--- src/rtl/cordic_vec_arbiter.sv ---
// Shares one cordic_vectoring core among NREQ requesters: round-robin issue,
// in-order tag FIFO, and routing of each core result back to its owner.
module cordic_vec_arbiter #(
    parameter int NREQ      = 4,
    parameter int XY_W      = 16,
    parameter int ANGLE_W   = 32,
    parameter int TAG_DEPTH = 8
) (
    input  logic                          clk,
    input  logic                          rst_n,
    input  logic [NREQ-1:0]               req_valid,
    output logic [NREQ-1:0]               req_ready,
    input  logic [NREQ*XY_W-1:0]          req_x,
    input  logic [NREQ*XY_W-1:0]          req_y,
    output logic [NREQ-1:0]               rsp_valid,
    input  logic [NREQ-1:0]               rsp_ready,
    output logic [XY_W-1:0]               rsp_mag,
    output logic [ANGLE_W-1:0]            rsp_theta,
    output logic                          core_in_valid,
    input  logic                          core_in_ready,
    output logic [XY_W-1:0]               core_x,
    output logic [XY_W-1:0]               core_y,
    input  logic                          core_out_valid,
    output logic                          core_out_ready,
    input  logic [XY_W-1:0]               core_mag,
    input  logic [ANGLE_W-1:0]            core_theta,
    output logic [$clog2(TAG_DEPTH):0]    outstanding,
    output logic                          err_orphan
);

    localparam int ID_W  = $clog2(NREQ);
    localparam int PTR_W = $clog2(TAG_DEPTH);
    localparam int CNT_W = PTR_W + 1;

    logic [ID_W-1:0]  rr_ptr_q, rr_ptr_d;
    logic [ID_W-1:0]  tag_q [TAG_DEPTH];
    logic [PTR_W-1:0] wr_ptr_q, rd_ptr_q;
    logic [CNT_W-1:0] count_q, count_d;
    logic             err_orphan_q, err_orphan_d;

    logic [ID_W-1:0]  gnt;
    logic [ID_W:0]    idx;
    logic [ID_W-1:0]  head;
    logic [NREQ-1:0]  head_rdy;
    logic             any_valid, fifo_full, fifo_empty;
    logic             issue_ok, rsp_ok, fire_in, pop, orphan;

    assign fifo_full  = (count_q == CNT_W'(TAG_DEPTH));
    assign fifo_empty = (count_q == '0);
    assign any_valid  = |req_valid;
    assign head       = tag_q[rd_ptr_q];

    // Walk the ring from the far end back to rr_ptr so the nearest valid wins.
    always_comb begin
        gnt = rr_ptr_q;
        idx = '0;
        for (int k = NREQ - 1; k >= 0; k--) begin
            idx = {1'b0, rr_ptr_q} + (ID_W+1)'(k);
            if (idx >= (ID_W+1)'(NREQ)) begin
                idx = idx - (ID_W+1)'(NREQ);
            end
            if (req_valid[idx[ID_W-1:0]]) begin
                gnt = idx[ID_W-1:0];
            end
        end
    end

    assign rr_ptr_d = (gnt == ID_W'(NREQ - 1)) ? '0 : gnt + ID_W'(1);

    // Handshake outputs are forced low while reset is held, independent of state.
    assign core_in_valid = rst_n && any_valid && !fifo_full;
    assign issue_ok      = core_in_valid && core_in_ready;
    assign fire_in       = issue_ok;
    assign core_x        = req_x[gnt*XY_W +: XY_W];
    assign core_y        = req_y[gnt*XY_W +: XY_W];

    assign rsp_ok         = rst_n && core_out_valid && !fifo_empty;
    assign core_out_ready = rst_n && (fifo_empty || (|head_rdy));
    assign rsp_mag        = core_mag;
    assign rsp_theta      = core_theta;

    assign pop    = core_out_valid && core_out_ready && !fifo_empty;
    assign orphan = core_out_valid && fifo_empty;

    for (genvar i = 0; i < NREQ; i++) begin : g_lane
        assign req_ready[i] = issue_ok && (gnt == ID_W'(i));
        assign rsp_valid[i] = rsp_ok && (head == ID_W'(i));
        assign head_rdy[i]  = (head == ID_W'(i)) && rsp_ready[i];
    end

    always_comb begin
        count_d = count_q;
        case ({fire_in, pop})
            2'b10:   count_d = count_q + CNT_W'(1);
            2'b01:   count_d = count_q - CNT_W'(1);
            default: count_d = count_q;
        endcase
    end

    assign err_orphan_d = err_orphan_q || orphan;

    always_ff @(posedge clk or negedge rst_n) begin
        if (!rst_n) begin
            rr_ptr_q     <= '0;
            wr_ptr_q     <= '0;
            rd_ptr_q     <= '0;
            count_q      <= '0;
            err_orphan_q <= 1'b0;
            for (int t = 0; t < TAG_DEPTH; t++) begin
                tag_q[t] <= '0;
            end
        end else begin
            if (fire_in) begin
                tag_q[wr_ptr_q] <= gnt;
                wr_ptr_q        <= wr_ptr_q + PTR_W'(1);
                rr_ptr_q        <= rr_ptr_d;
            end
            if (pop) begin
                rd_ptr_q <= rd_ptr_q + PTR_W'(1);
            end
            count_q      <= count_d;
            err_orphan_q <= err_orphan_d;
        end
    end

    assign outstanding = count_q;
    assign err_orphan  = err_orphan_q;

endmodule
--- config.mk ---
export PLATFORM = sky130hd
export DESIGN_NAME = cordic_vec_arbiter
export DESIGN_NICKNAME = d
export VERILOG_FILES = /design/src/rtl/cordic_vec_arbiter.sv
export SDC_FILE = /design/constraint.sdc
export NUM_CORES = 1
export LEC_CHECK = 0
export ABC_AREA = 1
export CAP_MARGIN = 20
export CORE_MARGIN = 5
export CORE_UTILIZATION = 36
export DETAILED_ROUTE_END_ITERATION = 10
export PLACE_DENSITY = 0.87
export SYNTH_ARGS = -nofsm -noshare
export SYNTH_HDL_FRONTEND = slang
export SYNTH_SLANG_ARGS = --single-unit
--- constraint.sdc ---
create_clock -name clk -period 2.9 [get_ports clk]
set_input_delay 0.435 -clock clk [delete_from_list [all_inputs] [get_ports clk]]
set_output_delay 0.435 -clock clk [all_outputs]
set_load 0.01 [all_outputs]
Yosys cells after proc, flatten, opt, wreduce, memory -nomap -nowiden. Cells that the tools add are included.

Register bits: 29. Bits in latches: 0. RAM bits: 0. Bits in read-only memories: 0. Bits of input ports: 188. Word-level logic and storage cells: 105. Memories kept: 0.

Add/subtract/negate cells: 12. Multiply operators: 0. Div/mod/pow operators: 0. Magnitude comparators: 11. Eq/ne operators: 9. Shift-type cells: 2. Mux-type cells: 24. Bitwise operators: 2. Reductions and logical operators: 32.

Operators with widths (number): 64-bit by 7-bit indexed part select with 16-bit output (2); 2-bit two-way mux (12); 1-bit logical AND (22); 16-bit bitwise mux (1); 2-bit by 3-bit < comparator with 1-bit output (second input constant) (4); 2-bit equality test (second input constant) (5); 3-bit greater-or-equal comparator (second input constant) (3); 1-bit binary-select mux with 2-bit select (4); 4-bit greater-or-equal comparator (second input constant) (2); 3-bit inverter with 4-bit output (2); 4-bit case mux with 2 select lines (1); 4-bit OR reduction (2); 2-bit by 1-bit subtractor with 2-bit output (second input constant) (4); 2-bit by 2-bit adder with 3-bit output (second input constant) (2); 3-bit by 1-bit adder with 3-bit output (second input constant) (2); 2-bit binary-select mux with 3-bit select (1); 2-bit demux with 3-bit select (1); 2-bit by 1-bit equality test with 1-bit output (second input constant) (3); 4-bit by 1-bit adder with 4-bit output (second input constant) (1); 4-bit equality test (second input constant) (1); 2-bit logical NOT (2); 4-bit logical NOT (1); 4-bit by 1-bit < comparator with 1-bit output (second input constant) (1); 1-bit two-way mux (4); 7 further kinds (9).

Depth between registers and ports, before layout. Gate-level depths: netlist (run 1).

Word-level depth: 13. Gate-level depth with buffers: 20. Depth with buffers taken out: 19.

Least setup slack after synthesis (run 1). OpenSTA, ideal clock, no wires.

Path kind: register to register. Start point: register rd_ptr_q[0]. End point: register count_q[3], in the netlist outstanding[3]. Setup time: 122 ps. Arrival time: 2507 ps. Data required time: 2778 ps. Setup slack: 271 ps. Stages on the path, launching flop included: 21. Buffers on the path: 1. Period minus slack after synthesis: 2629 ps. Cells stage by stage: dfrtp_1 buf_2 inv_2 nand2_1 nand3_1 nand2_1 nand2_1 nand2_1 nand3_1 nand2_1 o21ai_1 inv_1 ha_1 ha_1 nand2_1 nor2_1 a211oi_1 nor2_1 nor2_1 nand2_1 xor2_1.

Word-level cells in the longest chain between the ends: 13. Elaborated cells between the ends (all ways): 21.

RTL lines: from (decl) (RTL line 37) `logic [PTR_W-1:0] wr_ptr_q, rd_ptr_q;`; from (signal assigned) (RTL line 119) `rd_ptr_q <= rd_ptr_q + PTR_W'(1);`; 3-bit inverter with 4-bit output (implied by the code) * (RTL line 51) `assign head = tag_q[rd_ptr_q];`; 2-bit binary-select mux with 3-bit select * (RTL line 51); 2-bit two-way mux (implied by the code) * (2 in a row) (RTL line 51); 2-bit by 1-bit equality test with 1-bit output (tied with other cells) (RTL line 88) `assign head_rdy[i] = (head == ID_W'(i)) && rsp_ready[i];`; 1-bit logical AND (RTL line 88); 4-bit OR reduction * (RTL line 78) `assign core_out_ready = rst_n && (fifo_empty || (|head_rdy));`; 1-bit logical OR * (RTL line 78); 1-bit logical AND * (RTL line 78); 1-bit logical AND * (2 in a row) (RTL line 82) `assign pop = core_out_valid && core_out_ready && !fifo_empty;`; via pop (RTL line 46) `logic issue_ok, rsp_ok, fire_in, pop, orphan;`; 2-bit by 1-bit equality test with 1-bit output or 2-bit equality test (tied branches) (RTL line 93) `case ({fire_in, pop})`; 4-bit case mux with 2 select lines or 2-bit nonzero test (tied branches); to (signal assigned) (RTL line 121) `count_q <= count_d;`; to (decl) (RTL line 38) `logic [CNT_W-1:0] count_q, count_d;`.

The timed path passes the listed nets; every way through them passes the cells marked *. The select of a mux whose other input is x is not followed. A chain may end at the register's enable or synchronous reset.

Worst setup path in the final report (run 1).
Start point: register rr_ptr_q[0]. End point: output req_ready[1].

Word-level cells in the longest chain between the ends: 11. Elaborated cells between the ends (all ways): 29.

RTL lines: from (decl) (RTL line 35) `logic [ID_W-1:0] rr_ptr_q, rr_ptr_d;`; from (signal assigned) (RTL line 116) `rr_ptr_q <= rr_ptr_d;`; 2-bit by 2-bit adder with 3-bit output (RTL line 58) `idx = {1'b0, rr_ptr_q} + (ID_W+1)'(k);`; 3-bit greater-or-equal comparator or 2-bit by 1-bit subtractor with 2-bit output (tied branches) (RTL line 59, 60); 2-bit two-way mux (RTL line 59) `if (idx >= (ID_W+1)'(NREQ)) begin`; 1-bit binary-select mux with 2-bit select (RTL line 62) `if (req_valid[idx[ID_W-1:0]]) begin`; 1-bit two-way mux (implied by the code) (RTL line 62); 2-bit two-way mux (3 in a row) (RTL line 62); 2-bit two-way mux * (RTL line 62); 2-bit by 1-bit equality test with 1-bit output * (RTL line 86) `assign req_ready[i] = issue_ok && (gnt == ID_W'(i));`; 1-bit logical AND * (RTL line 86); to (decl) (RTL line 12) `output logic [NREQ-1:0] req_ready,`.

Mark *: on every way between the ends. The rest lies on a longest branch, timed or not. The select of a mux whose other input is x is not followed.

==> results of run 1 <==
-- logic make-up after synthesis --
group	count (synthesis)
compound gates	27
simple gates	370
fa+ha+maj	10
buf+inv	258
xor+xnor	8
flops	29
-- worst max-delay path, delay by kind of cell (launching register included) --
family	cells	cell delay, ps
fa+ha+maj	1	140
buf+inv	5	710
flops	1	490
simple gates	8	770
-- area by class of cell --
cell class / instances / area (um^2) / area share
clock buffer: 7 / 86.3 / 0.0145
tap: 140 / 175 / 0.0294
multi-input combinational: 415 / 2060 / 0.345
inverter: 179 / 679 / 0.114
timing repair buffer: 221 / 2240 / 0.375
sequential: 29 / 728 / 0.122
-- sequential cells by signal (all words and copies together), names as in the netlist --
register / cells
err_orphan: 1
tag_q: 16
outstanding: 4
wr_ptr_q: 3
rr_ptr_q: 2
rd_ptr_q: 3
-- power by group through the flow --
stage	clock network [mW]	registers (mW)	logic, mW
global placement	0	0.783	6.29
CTS	0.340	0.779	6.41
finish	0.334	0.791	6.73
detailed placement	0	0.782	6.36
floorplan	0	0.720	3.87
global route	0.356	0.819	7.50
-- layer usage --
| layer | global-route usage | wire [um] |
|---|---|---|
| met3 | 0.0803 | 1300 |
| met2 | 0.331 | 6700 |
| met4 | 0.0364 | 170 |
| met1 | 0.209 | 5160 |
| met5 | 0 | 0 |
-- cells in the final DEF (no fill, tap or decap), types with 2 or more instances in the layout --
master           count
xor2_1               6
buf_12               5
inv_2                2
dfrtp_2              2
nor2_2               3
nand2_1            182
nand3_1            149
ha_1                 7
o21ai_1              8
clkdlybuf4s15_1      5
nor2_1              11
clkbuf_16            2
nand3_2              3
dlymetal6s2s_1       6
clkbuf_8             6
dlygate4sd2_1       17
o21ai_2              2
buf_6                7
inv_1              174
dfrtp_1             27
o21ai_0             13
clkdlybuf4s15_2      2
nand2_2              9
buf_2               10
nor3_1               8
inv_4                3
clkdlybuf4s50_1    146
buf_4               19
-- path summary, 6_finish.rpt --
path	end	startpoint	cells past startpoint	slack (ps)
worst max-delay path	req_ready[1]	rr_ptr_q[0]	14	80
worst min-delay path	tag_q[13]	tag_q[13]	2	480
worst max register to register	outstanding[3]	rd_ptr_q[0]	18	170
worst min register to register	tag_q[13]	tag_q[13]	2	480
max in group asynchronous	rr_ptr_q[0]	rst_n	2	2010
min in group asynchronous	err_orphan	rst_n	2	580
-- what timing repair did --
action / 4_1_cts / 5_1_grt
gates resized for setup: 84 / 47
pin swaps: 2 / 4
endpoints found under the hold margin: 0 / 0
endpoints found under the setup margin: 36 / 38
setup buffers: 2 / 6
cloned: 2 / 2
==> run metrics, run 1 <==
outcome=completed; Finished Cell Area=5970 um^2; YS warnings=0; TritonRoute pass-1 iters=5; # fillers=1025; Die Ht=around 110 um; layout cell share with drive strength beyond 1=0.0999; ant diodes=0; worst path cell trace=buf_6 -> nand2_1 -> nand2_2 -> nand2_1 -> nand2_2 -> nor2_1 -> nand2_1 -> nand2_2 -> buf_4 -> buf_4 -> ha_1 -> inv_1 -> nor2_1 -> clkdlybuf4s15_1; Worst-Margin Slew=just under 400 ps; Syn Area/Cell=~5.6 um^2; Post-Synth Simple-Gate Area=0.409; placer congestion estimate=0.814; post-synthesis sequential area ratio=0.186; Reg clk slew, reported paths=about 60 ps; total power=7.86 mW; Area contributors post-synth=nand3_1 (20%), dfrtp_1 (19%), nand2_1 (18%), inv_1 (17%), buf_4 (11%); Place WS=-417 ps; Area growth syn-to-layout=52.8%; Post-Route Setup TNS=0 ps; EDFF count, synth=0; top cell type's share of synthesized area=0.196; synthesis-stage register bit count=29; TritonCTS buffer count=5; Initial Util=0.363; fmax=354 MHz; post-layout util=0.555; routed vias=4562; post-route insts no fill=991; Max Cap Viol=0; Critical Path End Type=output port; P_int=3.79 mW; Critical Path Slowest Stage Cell=dfrtp_2; Avg Vias per Cell=4.60; leakage power=3.38 nW; Final Max Tran Viols=0; number of I/O port buffers=186; Tmin final=2820 ps; kind of critical path=reg -> out; Sink Count=29; Routed WL=13.3 mm; Final period util=0.974; Unique masters post-synth=25; Mapped Nets=900; asr flop ratio synth=1.00; CTS root buffer=clkbuf_8; GRT Residual Overflow=0; core box area=10700 um^2; Final Hold Slack=481 ps; initial antenna violation count=0; Max FO, Critical Path=6; die area=between 10000 and 15000 um^2; largest area contributor in the netlist=nand3_1; CP required=~2500 ps; Synth Flop Type=dfrtp_1; synth cell count leaders=nand2_1 (192), inv_1 (176), nand3_1 (153); GRT Util Overall=0.187; largest net degree at the start of global routing=39; switching pwr=4.06 mW; Routed Antenna Nets=0; CTS tree=done; H-tree levels=2; DRT iter0 DRCs=123; Wirelength per Cell=13.4 um; compound-gate portion of the synthesized area=0.0362; Critical Path AT=2390 ps; class of the worst hold path=reg -> reg; Net Sw Frac=0.517; clk_skew=4.84 ps; DR DRC count=0; combinational family with the most area after synthesis=simple AND/OR/NAND/NOR gates; area share of fa/ha/maj cells after synthesis=0.0340; Final WS setup=roughly 75 ps; CTS max path bufs=2; hold_buf cts=0; CP peak stage delay=490 ps; RSZ-0062 raised after global routing=yes; final setup fails=0; Max IR drop VDD=around 0.82 mV; Final #Nets=1049; placed cell area=5590 um^2; most common cell in the netlist=nand2_1; CP Launch Type=flop; Slew HR=0.742; XOR/XNOR share of the synthesized area=0.0179; cell total after placement=972; Synth Instances=702; Die Width=114 um; Final HPWL DP=10.0 mm; number of global-route vias before repair=approximately 4300; Power Density=between 1000 and 1500 nW/um^2; I/O pins=283; first-pass GRT wire length=20.0 mm; clock power share=0.043; Reg power frac=0.101; site row count=38; Clock Latency Late Sink=280 ps; post-synthesis mux area share=0; final hold violation count=0; combinational share of power=0.857; Post-Syn Area=3900 um^2
(Power assumes the default switching activity.)
==> inputs of run 2 (changes only) <==
==> constraint.sdc (replaced) <==
create_clock -name clk -period 2.8 [get_ports clk]
set_input_delay 0.42 -clock clk [delete_from_list [all_inputs] [get_ports clk]]
set_output_delay 0.42 -clock clk [all_outputs]
set_load 0.01 [all_outputs]
==> run metrics, run 2 (synthesis gave the netlist of run 1 again) <==
number of global-route vias before repair=4464 (+4.8%); clk_skew=5.05 ps (+0.214 ps); highest metal used=met4; largest net degree at the start of global routing=39 (unchanged); Power Density=1450 nW/um^2 (+10%); met2 WL post-DR=7.05 mm (+5.3%); Sink Count=29 (unchanged); most frequent cells in the layout=inv_1 (173), nand2_1 (162), clkdlybuf4s50_1 (145), nand3_1 (117), nand3_2 (34); metal1 wirelength=5.37 mm (+4.2%); CP required=2380 ps (-90 ps); Finished Cell Area=6360 um^2 (+6.7%); final hold violation count=0 (unchanged); Slew HR=0.755 (+0.0129); TritonCTS buffer count=5 (unchanged); placed cell area=5640 um^2 (+0.94%); DR DRC count=0 (unchanged); ant diodes=0 (unchanged); Clock Latency Late Sink=280 ps (about the same); GRT Util Overall=0.196 (+0.00939); Max Cap Viol=0 (unchanged); number of I/O port buffers=186 (unchanged); Avg Vias per Cell=4.69 (+2.0%); Final #Nets=1060 (+1.0%); Place WS=-465 ps (-48.4 ps); initial antenna violation count=0 (unchanged); final setup fails=0 (unchanged); Final WS setup=49.4 ps (-25.9 ps); Wirelength per Cell=14.0 um (+3.8%); CTS root buffer=clkbuf_8; leakage power=3.56 nW (+5.3%); Final Max Tran Viols=0 (unchanged); outcome=completed; Worst-Margin Slew=367 ps (-19.4 ps); I/O pins=283 (unchanged); Biggest register=tag_q; # fillers=979 (-4.5%); Critical Path AT=2330 ps (-60 ps); fmax=364 MHz; met3 wire length=1.26 mm (-3.0%); Reg clk slew, reported paths=60 ps (about the same); Critical Path End Type=output port; Die Ht=114 um (unchanged); site row count=38 (unchanged); DRT iter0 DRCs=136 (+11%); Routed Antenna Nets=0 (unchanged); CTS max path bufs=2 (unchanged); H-tree levels=2 (unchanged); core box area=10700 um^2 (unchanged); Area growth syn-to-layout=63.0%; commonest non-fill, non-tap cell in the layout=inv_1; Max FO, Critical Path=38 (+32); RSZ-0062 raised after global routing=yes; layout cell share with drive strength beyond 1=0.197 (+0.0971); routed vias=4709 (+3.2%); Initial Util=0.363 (unchanged); CTS tree=done; post-layout util=0.592 (+0.0370); Final period util=0.982; die area=13000 um^2 (unchanged); placer congestion estimate=0.809 (-0.59%); kind of critical path=reg -> out; Routed WL=14.0 mm (+5.1%); GRT Residual Overflow=0 (unchanged); class of the worst hold path=reg -> reg; CP Launch Type=flop; max FFs per register=16 (unchanged); first-pass GRT wire length=21.0 mm (+4.9%); Die Width=114 um (unchanged); TritonRoute pass-1 iters=4 (-1); Final HPWL DP=10.2 mm (+1.9%); Tmin final=approximately 2800 ps; Max IR drop VDD=0.797 mV (-3.2%)
## run 2: changes by cell type in the layout (fill, tap and decap cells not counted), sizes merged, moves of 5 or more
cell	delta
clkbuf	+8
buf	+25
dlymetal6s2s	-5
dlygate4sd2	-13
## run 2: repair_timing
item                                    4_1_cts  5_1_grt
pin swaps                                     4       48
resized for setup                           145      123
endpoints found under the setup margin       38       38
gates cloned                                  4        4
buffers inserted                              6        3
hold buffers                                  0        0
## run 2: cell type report
type | instances | area (um^2) | area share
repair buffers | 232 | 2350 | 0.370
multi-input cells | 415 | 2350 | 0.369
flip-flops and latches | 29 | 729 | 0.115
inverters | 179 | 679 | 0.107
well taps | 140 | 175 | 0.0275
clock buffers | 8 | 80.1 | 0.0126
## run 2: through the flow
stage / std cells / TNS (ps) / total power [mW] / hold WS [ps]
after floorplan: 702 / 0 / 4.76 / 124
after global placement: 979 / -12300 / 7.43 / 461
after detailed placement: 979 / -14040 / 7.53 / 462
after CTS: 997 / 0 / 8.15 / 481
after global routing: 1003 / -1950 / 10.1 / 493
final: 1003 / 0 / 9.26 / 482
## run 2: where the power goes
part	switching, mW	internal [mW]
Sequential	0.198	0.620
Combinational	4.41	3.70
Clock	0.155	0.176
Total	4.76	4.49
## run 2: per-layer routing
metal	up-vias	GRT usage
met4	0	0.0507
met1	2118	0.220
li1	2378	-
met3	25	0.0751
met5	-	0
met2	188	0.347
## run 2: final timing paths
path	endpoint	start	cells past startpoint	slack, ps
max in group asynchronous	rr_ptr_q[1]	rst_n	2	1940
worst max-delay path	core_y[12]	rr_ptr_q[0]	13	50
worst max register to register	outstanding[3]	rd_ptr_q[0]	19	150
worst min register to register	err_orphan	err_orphan	1	480
worst min-delay path	err_orphan	err_orphan	1	480
min in group asynchronous	err_orphan	rst_n	2	560
## run 2: critical path, cell delays in order, from the launching register on
cell             delay, ps
dfrtp_2                490
buf_6                  160
nand2_4                 70
o21ai_4                 60
nand2_2                 80
nand2_1                 50
nand2_1                 70
nand2_2                 80
nand3_4                110
buf_6                  320
nand3_1                170
nand3_2                 80
nand2_1                 50
clkdlybuf4s15_1        230
==> inputs of run 3 (changes only) <==
--- a/config.mk
+++ b/config.mk
@@ -7,10 +7,11 @@
 export LEC_CHECK = 0
 export ABC_AREA = 1
 export CAP_MARGIN = 20
-export CORE_MARGIN = 5
-export CORE_UTILIZATION = 36
+export CORE_AREA = 2 2 111 113
 export DETAILED_ROUTE_END_ITERATION = 10
-export PLACE_DENSITY = 0.87
+export DIE_AREA = 0 0 113 115
+export HOLD_SLACK_MARGIN = 0.12
+export PLACE_DENSITY = 0.81
 export SYNTH_ARGS = -nofsm -noshare
 export SYNTH_HDL_FRONTEND = slang
 export SYNTH_SLANG_ARGS = --single-unit
==> run metrics, run 3 (synthesis gave the netlist of run 1 again) <==
outcome=finished with violations; violated checks=design-rule violations; Clock Latency Late Sink=270 ps (about the same); CTS max path bufs=2 (unchanged); clock power share=0.067 (+0.031); cell total after placement=985 (+0.61%); CTS root buffer=clkbuf_16; DR DRC count=14 (+14); CP required=2380 ps (about the same); CP Launch Type=flop; TritonRoute pass-1 iters=9 (+5); Most common cell on crit path=nand2_1; Slew HR=0.702 (-0.0526); CTS tree=done; leakage power=3.52 nW (-1.2%); layout cell share with drive strength beyond 1=0.151 (-0.0455); H-tree levels=2 (unchanged); post-route insts no fill=1013 (+1.0%); fmax=368 MHz (+1.2%); Net Sw Frac=0.511 (-0.00388); Final #Nets=1062 (+0.19%); Power Density=1480 nW/um^2 (+1.7%); combinational share of power=0.845 (-0.031); Crit path max-delay family=simple AND/OR/NAND/NOR gates; kind of critical path=reg -> out; hold_buf cts=0 (unchanged); Max FO, Critical Path=8 (-79%); first-pass GRT wire length=20.2 mm (-3.8%); Avg Vias per Cell=4.63 (-1.3%); most frequent cells in the layout=nand2_1 (178), inv_1 (174), clkdlybuf4s50_1 (145), nand3_1 (144); final hold violation count=0 (unchanged); clk_skew=0.953 ps (-4.10 ps); CP peak stage delay=470 ps (-20 ps); Initial Util=0.331 (-0.0328); RSZ-0062 raised after global routing=yes; Final period util=0.970 (-0.0120); die area=13000 um^2 (-0.27%); switching pwr=4.71 mW (-1.2%); GRT Util Overall=0.191 (-0.00470); Routed WL=13.9 mm (-0.36%); placer congestion estimate=0.915 (+13%); Routed Antenna Nets=0 (unchanged); Max Cap Viol=0 (unchanged); Critical Path AT=2300 ps (-30 ps); Die Width=113 um (-1.0%); class of the worst hold path=reg -> reg; P_int=4.51 mW (+0.31%); DRT iter0 DRCs=216 (+59%); routed vias=4692 (-0.36%); Reg clk slew, reported paths=50 ps (about the same); worst path cell trace=buf_6 -> o21ai_4 -> nand2_2 -> nand2_1 -> nand2_1 -> nand2_2 -> nand2_4 -> nand2_8 -> buf_12 -> clkbuf_16 -> buf_4 -> nand3_1 -> nand3_1 -> nand2_1 -> buf_6; Critical Path End Type=output port; I/O pins=283 (unchanged); GRT Residual Overflow=0 (unchanged); TritonCTS buffer count=5 (unchanged); commonest non-fill, non-tap cell in the layout=nand2_1; Tmin final=2720 ps (-33.5 ps); number of global-route vias before repair=4266 (-4.4%); final setup fails=0 (unchanged); Die Ht=115 um (+0.74%); initial antenna violation count=0 (unchanged); Critical Path Slowest Stage Cell=dfrtp_2; # fillers=1134 (+16%); Final HPWL DP=9.15 mm (-10%); Biggest register=tag_q; Sink Count=29 (unchanged); Finished Cell Area=6230 um^2 (-2.1%); Worst-Margin Slew=442 ps (+74.9 ps); Final Max Tran Viols=0 (unchanged); core box area=11800 um^2 (+9.9%); largest net degree at the start of global routing=33 (-15%); number of I/O port buffers=186 (unchanged); Reg power frac=0.088 (about the same); Wirelength per Cell=13.8 um (-1.3%); Max IR drop VDD=0.657 mV (-18%); placed cell area=5680 um^2 (+0.69%); max FFs per register=16 (unchanged); Buf/Inv on CP=5 (+2); Area growth syn-to-layout=59.5%; site row count=40 (+5.3%)
[run 3: cell types whose count changed in the layout (fill, tap and decap cells not counted), moves of 5 or more]
cell	change
buf_6	-6
clkdlybuf4s15_1	-5
nand2_1	+16
nand2_4	-12
nand3_2	-26
nand2_2	-5
clkbuf_2	+9
nand3_1	+27
buf_4	+6
clkbuf_16	+7
[run 3: through the flow]
step	total power [mW]	setup TNS (ps)	util	hold slack (ps)	setup slack [ps]
2_1_floorplan	4.76	0	-	124	171
3_3_place_gp	7.65	-11090	0.481	457	-360
3_5_place_dp	7.71	-12930	0.481	473	-412
4_1_cts	8.68	-47.5	0.511	485	-26.8
5_1_grt	10.0	-196	0.527	503	-58.2
6_report	9.21	0	0.527	480	82.9
[run 3: routing by layer]
metal | vias up | GRT usage | share of wire
li1 | 2377 | - | -
met1 | 2093 | 0.227 | 0.40
met2 | 210 | 0.338 | 0.51
met3 | 12 | 0.0596 | 0.081
met4 | 0 | 0.0488 | 0.011
met5 | - | 0 | 0
[run 3: final cells by class]
type,count,area [um^2],area share
Multi-Input combinational cell,415,2130,0.342
Antenna cell,1,2.50,0.000402
Inverter,179,679,0.109
Tap cell,147,184,0.0295
Sequential cell,29,728,0.117
Timing Repair Buffer,234,2330,0.374
Clock buffer,7,143,0.0229
Clock inverter,1,30.0,0.00482
[run 3: repair_timing]
action / in CTS / in global routing
pin swaps: 1 / 15
endpoints found under the setup margin: 37 / 38
buffers inserted: 3 / 7
gates resized for setup: 109 / 82
gates cloned: 4 / 6
[run 3: power by group through the flow]
stage	Clock [mW]	Sequential (mW)	Combinational [mW]
floorplan	0	0.746	4.01
global placement	0	0.803	6.84
detailed placement	0	0.807	6.90
CTS	0.624	0.810	7.25
global route	0.647	0.835	8.55
finish	0.613	0.811	7.79
[run 3: final timing paths]
path	from	to	slack, ps	cells past startpoint
hold reg to reg	tag_q[1]	tag_q[1]	480	2
hold / removal	tag_q[1]	tag_q[1]	480	2
max in group asynchronous	rst_n	rr_ptr_q[0]	1950	2
setup reg to reg	rd_ptr_q[0]	outstanding[3]	150	18
min in group asynchronous	rst_n	err_orphan	560	2
setup / recovery	rr_ptr_q[0]	core_y[4]	80	15
[run 3: worst min-delay path, cell delays in order (launching register included)]
cell and delay [ps]:
dfrtp_1 340, nand2_1 50, o21ai_0 60
